===== src/rtl/hamming_ecc_encode_stage_pkg.sv =====
// Width helpers for the Hamming ECC encoder stage.
// Pure constant functions, usable in localparam expressions.
package hamming_ecc_encode_stage_pkg;

  function automatic int log2(input int n);
    int r;
    r = 0;
    for (int i = 0; i < 31; i++)
      if ((1 << i) < n) r = i + 1;
    return r;
  endfunction

  // Smallest r with 2**r >= d + r + 1
  function automatic int ECC_bitsQnty(input int d);
    int r;
    r = 0;
    for (int i = 30; i >= 1; i--)
      if ((1 << i) >= d + i + 1) r = i;
    return r;
  endfunction

  function automatic bit is_pow2(input int n);
    return (n > 0) && ((n & (n - 1)) == 0);
  endfunction

  function automatic int cw_width(
    input int d,
    input int secded
  );
    return d + ECC_bitsQnty(d) + secded;
  endfunction

endpackage


===== src/rtl/hamming_ecc_encode_stage_parity.sv =====
// Combinational Hamming check-bit and overall-parity generator.
// vec[i] holds Hamming position i+1; check positions arrive as zero.
module hamming_parity_gen #(
  parameter int HW    = 38,
  parameter int ECC_W = 6
) (
  input  logic [HW-1:0]    vec,
  output logic [ECC_W-1:0] chk,
  output logic             par
);

  always_comb begin
    chk = '0;
    for (int k = 0; k < ECC_W; k++)
      for (int i = 0; i < HW; i++)
        if (((i + 1) & (1 << k)) != 0)
          chk[k] = chk[k] ^ vec[i];
    par = (^vec) ^ (^chk);
  end

endmodule


===== src/rtl/hamming_ecc_encode_stage.sv =====
// Two-stage pipelined Hamming SEC/SECDED encoder with
// valid/ready flow control and an emitted-codeword counter.
module hamming_ecc_encode_stage
  import hamming_ecc_encode_stage_pkg::*;
#(
  parameter int DATA_W = 32,
  parameter int SECDED = 1,
  parameter int CNT_W  = 16,
  localparam int ECC_W = ECC_bitsQnty(DATA_W),
  localparam int HW    = DATA_W + ECC_W,
  localparam int CW_W  = cw_width(DATA_W, SECDED)
) (
  input  logic              clk,
  input  logic              rst_n,
  input  logic              s_valid,
  output logic              s_ready,
  input  logic [DATA_W-1:0] s_data,
  output logic              m_valid,
  input  logic              m_ready,
  output logic [CW_W-1:0]   m_code,
  output logic [CNT_W-1:0]  cw_count
);

  logic             v1;
  logic             v2;
  logic             adv1;
  logic             adv2;
  logic [HW-1:0]    scat;
  logic [HW-1:0]    s1_vec;
  logic [ECC_W-1:0] chk;
  logic             par;
  logic [HW:0]      code_nxt;

  assign adv2    = !v2 || m_ready;
  assign adv1    = !v1 || adv2;
  assign s_ready = adv1;
  assign m_valid = v2;

  // Data bits fill non-power-of-two positions, bit0 lowest
  always_comb begin
    int j;
    j    = 0;
    scat = '0;
    for (int p = 1; p <= HW; p++)
      if (!is_pow2(p)) begin
        scat[p-1] = s_data[j];
        j++;
      end
  end

  always_ff @(posedge clk or negedge rst_n)
    if (!rst_n)
      v1 <= 1'b0;
    else if (adv1)
      v1 <= s_valid;

  always_ff @(posedge clk)
    if (adv1)
      s1_vec <= scat;

  hamming_parity_gen #(
    .HW    (HW),
    .ECC_W (ECC_W)
  ) u_parity (
    .vec (s1_vec),
    .chk (chk),
    .par (par)
  );

  always_comb begin
    code_nxt = {1'b0, s1_vec};
    for (int k = 0; k < ECC_W; k++)
      code_nxt[(1 << k) - 1] = chk[k];
    code_nxt[HW] = par;
  end

  always_ff @(posedge clk or negedge rst_n)
    if (!rst_n) begin
      v2     <= 1'b0;
      m_code <= '0;
    end else if (adv2) begin
      v2 <= v1;
      if (v1)
        m_code <= code_nxt[CW_W-1:0];
    end

  always_ff @(posedge clk or negedge rst_n)
    if (!rst_n)
      cw_count <= '0;
    else if (m_valid && m_ready)
      cw_count <= cw_count + 1'b1;

endmodule


===== config.mk =====
export PLATFORM = sky130hd
export DESIGN_NAME = hamming_ecc_encode_stage
export DESIGN_NICKNAME = d
export VERILOG_FILES = /design/src/rtl/hamming_ecc_encode_stage_pkg.sv /design/src/rtl/hamming_ecc_encode_stage_parity.sv /design/src/rtl/hamming_ecc_encode_stage.sv
export SDC_FILE = /design/constraint.sdc
export NUM_CORES = 1
export LEC_CHECK = 0
export CORE_UTILIZATION = 45
export CTS_CLUSTER_SIZE = 10
export DETAILED_ROUTE_END_ITERATION = 16
export GPL_TIMING_DRIVEN = 1
export PLACE_DENSITY = 0.83
export SYNTH_ARGS = -nofsm -noshare
export SYNTH_HDL_FRONTEND = slang
export SYNTH_SLANG_ARGS = --single-unit
export TNS_END_PERCENT = 20

===== constraint.sdc =====
create_clock -name clk -period 2.33 [get_ports clk]
set_input_delay 0.466 -clock clk [delete_from_list [all_inputs] [get_ports clk]]
set_output_delay 0.466 -clock clk [all_outputs]
set_load 0.05 [all_outputs]

## Word level (Yosys, flattened, before mapping)

Cells that the tools add are included.

- Input port bits: 36
- Word-level logic and storage cells: 99
- Bits in registers: 89

- Bitwise logic cells: 85
- Reductions and logical operators: 8
- Add/subtract/negate cells: 1

Operators by type and width:

| kind | count |
|---|---|
| 1-bit XOR | 85 |
| 38-bit XOR reduction | 1 |
| 16-bit by 1-bit adder with 16-bit output, second input constant | 1 |
| 6-bit XOR reduction | 1 |
| 1-bit zero test | 2 |
| 1-bit logical OR | 2 |
| 2-bit AND reduction | 1 |
| 1-bit logical AND | 1 |

## Depth between registers and ports, before layout

- Depth after elaboration: 19
- Mapped depth: 6

## By module

A second synthesis with hierarchy kept.

- Cells, all modules: 253
- Area, all modules: 3923.8 sq um

Modules (own cells, without submodules):

| module | sequential area each (sq um) | instances | area each (sq um) | cells an instance |
|---|---|---|---|---|
| hamming_ecc_encode_stage | 2387.3 | 1 | 3230.6 | 183 |
| hamming_parity_gen | 0.0 | 1 | 693.2 | 70 |

## Least setup slack after synthesis

OpenSTA, ideal clock, no wires.

- Path kind: register to register
- Start: register v2 (netlist: m_valid)
- End: register s1_vec[10], enable pin
- Data arrival time: 1.839 ns
- Cell stages (with the launch flop): 2
- Required time: 1.624 ns
- Clock period less this slack: 2.545 ns
- Buffers on the path: 0
- Path slack: -0.215 ns
- Cells stage by stage: dfrtp_1 > nand3b_1

- Word-level cells in the longest chain between the ends: 3

RTL lines:

| element | line | RTL |
|---|---|---|
| from (decl) | hamming_ecc_encode_stage.sv:25 | `logic v2;` |
| from (signal assigned) | hamming_ecc_encode_stage.sv:82 | `v2 <= v1;` |
| 1-bit zero test | hamming_ecc_encode_stage.sv:34 | `assign adv2 = !v2 \|\| m_ready;` |
| 1-bit logical OR | hamming_ecc_encode_stage.sv:34 |  |
| 1-bit logical OR | hamming_ecc_encode_stage.sv:35 | `assign adv1 = !v1 \|\| adv2;` |
| net s_ready | hamming_ecc_encode_stage.sv:16 | `output logic s_ready,` |
| to (signal assigned) | hamming_ecc_encode_stage.sv:59 | `s1_vec <= scat;` |
| to (decl) | hamming_ecc_encode_stage.sv:29 | `logic [HW-1:0] s1_vec;` |

The timed path passes the listed nets, and every way through them passes these cells.
A chain may end at the register's enable or synchronous reset.

## Worst setup path in the final report

- Start: register s1_vec[13]
- End: register m_code[38]

- Word-level cells in the longest chain between the ends: 15
- Elaborated cells between the ends (all ways): 39
- Classes of those cells: bitwise: 37; reduce/logical: 2

RTL lines:

| element | line | RTL |
|---|---|---|
| 1-bit XOR (13 in a row) | hamming_ecc_encode_stage_parity.sv:17 | `chk[k] = chk[k] ^ vec[i];` |
| 6-bit XOR reduction | hamming_ecc_encode_stage_parity.sv:18 | `par = (^vec) ^ (^chk);` |
| 1-bit XOR (*) | hamming_ecc_encode_stage_parity.sv:18 |  |
| to (signal assigned) | hamming_ecc_encode_stage.sv:84 | `m_code <= code_nxt[CW_W-1:0];` |
| to (decl) | hamming_ecc_encode_stage.sv:20 | `output logic [CW_W-1:0] m_code,` |

Mark *: on every way between the ends. The rest lies on a longest branch, timed or not.

==> out/qor_table.md <==
| Item | This run |
|:---|:---|
| Result of the run | complete, no violations |
| Post-Synthesis Cell Area | 3890 um2 |
| Total of buffers placed on input and output ports | 92 |
| Num CTS Buffers | 9 |
| Count of mapped cells out of synthesis | 241 |
| Post-Place Worst Slack | -0.0398 ns |
| Final-report max-slew violation count | 0 |
| Via count of the first global-routing pass | 2295 |
| Startpoint kind of the worst setup timing path | register |
| Worst Setup Slack, final | 0.0218 ns |
| Worst EP required | 2.61 ns |
| Ratio of cells with drive above 1 in the final layout | 24.0% |
| Final Wtd Congestion | 0.801 |
| Num Clock Sinks | 89 |
| DIE AREA | 9030 um2 |
| Final count of hold timing violations | 0 |
| Final net count | 394 |
| Slowest stage cell, crit path | xnor3_1 |
| Worst skew pair latency | 0.36 ns |
| Internal power component | 4.07 mW |
| Global-route wire length before repair | 11.8 mm |
| Hold_buf cts | 0 |
| IR drop worst, VDD | 0.656 mV |
| Core footprint | 8300 um2 |
| CP Buf/Inv Count | 1 |
| Crit-path most repeated cell | xnor3_1 |
| Overall die width | 95.0 um |
| Max_cap viols | 0 |
| Category of cells accounting for the largest share of critical-path delay | XOR/XNOR gates |
| Final Critical Period | 2.31 ns |
| Actual transition at the worst max-transition pin | 0.557 ns |
| Leakage power figure | 2.25 nW |
| Starting Density | 46.9% |
| Path type of the worst setup path | reg2reg |
| Total of warnings raised by yosys | 0 |
| Area growth syn-to-layout | 39.2% |
| Share of the yosys chip area belonging to registers | 61.3% |
| Deepest clock path buffer count | 2 |
| TritonCTS clock tree | done |
| Count of fill cells added during filler insertion | 606 |
| Kind of path behind the tightest hold check | in2async |
| Total Routed Length | 7.65 mm |
| Biggest cell delay along the critical path | 0.41 ns |
| Setup repair after global routing missed its margin | true |
| Syn Area/Cell | 16.2 um2 |
| Number of vias after detailed routing | 2258 |
| Maximum fanout encountered on the critical timing path | 2 |
| Logic gate share of total power | 44.3% |
| Flop and latch count out of synthesis | 89 |
| Worst slew margin | 62.8% |
| DIE HEIGHT | 95.0 um |
| Net switching share of the total power | 35.3% |
| Total power of the final layout | 6.29 mW |
| Total grt overflow | 0 |
| Global-route usage over all layers | 18.2% |
| Power share of the clock group | 22.0% |
| Fmax | 433 MHz |
| Hold Worst Slack | 0.0986 ns |
| Post-detailed-route via-to-cell ratio | 4.84 |
| First-iteration detailed-routing DRC count | 103 |
| Total inserted antenna cells | 0 |
| Arrival time of data at the critical path endpoint | 2.58 ns |
| Power Dens Cells | 1160 nW/um2 |
| Count of pins on the block boundary | 93 |
| Sequential share of power | 33.6% |
| NetSw | 2.22 mW |
| CP Cell Sequence | buf_4 > xnor3_1 > xnor3_1 > xnor3_1 > xor3_1 > xor3_1 > o21ai_1 |
| Clock root buffer master | clkbuf_8 |
| DRT Pass-1 Iters | 4 |
| Final antenna-violating net count | 0 |
| DP Wirelength | 5.71 mm |
| Pin count of the biggest net entering global routing | 34 |
| H-Tree Level Count | 3 |
| Detailed-route DRC error count | 0 |
| Number of distinct library cell variants in the gate-level netlist after synthesis | 27 |
| Worst setup EP type | register |
| Ratio of final minimum period to clock period | 99.1% |
| Initial antenna violation count | 0 |
| Mean routed wirelength per cell | 16.4 um |
| Core occupancy in the finished layout | 65.3% |
| Finish-stage setup viols | 0 |
| Placement row count | 33 |
| Post-Syn Nets | 278 |
| Register clock-pin slew on the reported worst setup and hold paths | 0.09 ns |
| Setup skew after layout | 0.0104 ns |
logic make-up after synthesis:
family / after synthesis / share of synthesized area [%]
compound gates: 6 / 0.771
xor+xnor: 71 / 22.3
fa+ha+maj: 1 / 0.321
buf+inv: 5 / 0.868
flops: 89 / 61.3
mux: 34 / 9.84
simple gates: 35 / 4.56
stage by stage:
| stage | std cells | area, um2 | TNS, ns |
|---|---|---|---|
| 2_1_floorplan | 241 | 3890 | -1.84 |
| 3_3_place_gp | 445 | 5030 | 0 |
| 3_5_place_dp | 445 | 5030 | -0.0398 |
| 4_1_cts | 461 | 5330 | 0 |
| 5_1_grt | 467 | 5420 | -0.0285 |
| 6_report | 467 | 5420 | 0 |
final cells by class:
| cell class | count | area (um2) | share of cell area (%) |
|---|---|---|---|
| Tap cell | 105 | 131 | 2.42 |
| Clock buffer | 9 | 124 | 2.29 |
| Timing Repair Buffer | 110 | 1090 | 20.0 |
| Multi-Input combinational cell | 147 | 1540 | 28.5 |
| Sequential cell | 89 | 2390 | 44.1 |
| Clock inverter | 7 | 146 | 2.70 |
power groups by stage:
stage	combinational (mW)	sequential, mW	clock (mW)
after global placement	2.63	2.14	0
after CTS	2.74	2.12	1.41
after detailed placement	2.70	2.15	0
after floorplan	1.16	2.90	0
final	2.78	2.11	1.39
after global routing	2.92	2.15	1.48
synthesized netlist by cell type:
library cell / instances / area [um2]
edfxtp_1: 32 / 961
buf_6: 2 / 22.5
xor3_1: 2 / 47.6
mux2_2: 30 / 338
o21ai_1: 5 / 25.0
clkbuf_1: 1 / 3.75
nand3_1: 2 / 10.0
nand3b_1: 1 / 7.51
nand2_2: 1 / 6.26
o21ai_0: 1 / 5.00
buf_1: 2 / 7.51
and3_1: 3 / 18.8
nand4_1: 4 / 25.0
xnor2_1: 40 / 350
and2_1: 1 / 6.26
and4_1: 1 / 8.76
mux2_1: 4 / 45.0
nor2_1: 4 / 15.0
ha_1: 1 / 12.5
xnor2_2: 5 / 81.3
xnor3_2: 3 / 71.3
xnor3_1: 7 / 158
nand2_1: 13 / 48.8
dfrtp_1: 57 / 1430
nand2b_1: 5 / 31.3
xor2_1: 12 / 105
xnor2_4: 2 / 55.1
cell usage in the layout, fill, tap and decap left out:
cell type | Yosys | final
xor2_4 | 0 | 1
ha_1 | 1 | 1
nand2_1 | 13 | 13
buf_4 | 0 | 16
clkdlybuf4s50_1 | 0 | 90
o21ai_1 | 5 | 5
mux2_2 | 30 | 30
nor2_1 | 4 | 4
edfxtp_1 | 32 | 32
buf_12 | 0 | 3
nand2b_1 | 5 | 5
dfrtp_2 | 0 | 1
xnor2_2 | 5 | 11
clkbuf_8 | 0 | 9
o21ai_0 | 1 | 1
nand4_1 | 4 | 4
inv_6 | 0 | 3
xnor2_1 | 40 | 34
xnor2_4 | 2 | 2
xnor3_1 | 7 | 6
mux2_1 | 4 | 4
nand3_1 | 2 | 2
xor2_2 | 0 | 1
nand2_2 | 1 | 1
and2_1 | 1 | 1
nand3b_1 | 1 | 1
and4_1 | 1 | 1
bufinv_16 | 0 | 4
dfrtp_1 | 57 | 56
and3_1 | 3 | 3
xnor3_2 | 3 | 4
xor3_1 | 2 | 2
buf_2 | 0 | 1
xor2_1 | 12 | 10
state kept, by name, summed over array words and instances, names as in the netlist:
| register | cells |
|---|---|
| cw_count | 16 |
| m_code | 39 |
| v1 | 1 |
| s1_vec | 32 |
| m_valid | 1 |
routing by layer:
layer,wire (um),vias to the layer above,GRT usage [%]
li1,-,1062,-
met1,3350,1120,23.1
met2,3750,66,29.7
met3,447,10,5.23
met4,103,0,6.82
met5,0,-,0
worst paths after layout:
kind	from	slack [ns]	cells past startpoint	end
max	s1_vec[13]	0.02	7	m_code[38]
min	rst_n	0.1	2	m_code[11]
max reg2reg	s1_vec[13]	0.02	7	m_code[38]
min reg2reg	cw_count[15]	0.47	1	cw_count[15]
max in group asynchronous	rst_n	1.86	2	m_valid
min in group clk	cw_count[15]	0.47	1	cw_count[15]
repair_timing:
action                     CTS  global route
setup endpoints to repair    1             1
pin swaps                    1            12
buffers inserted             0             6
resized for setup            4             6
(Power assumes the default switching activity.)
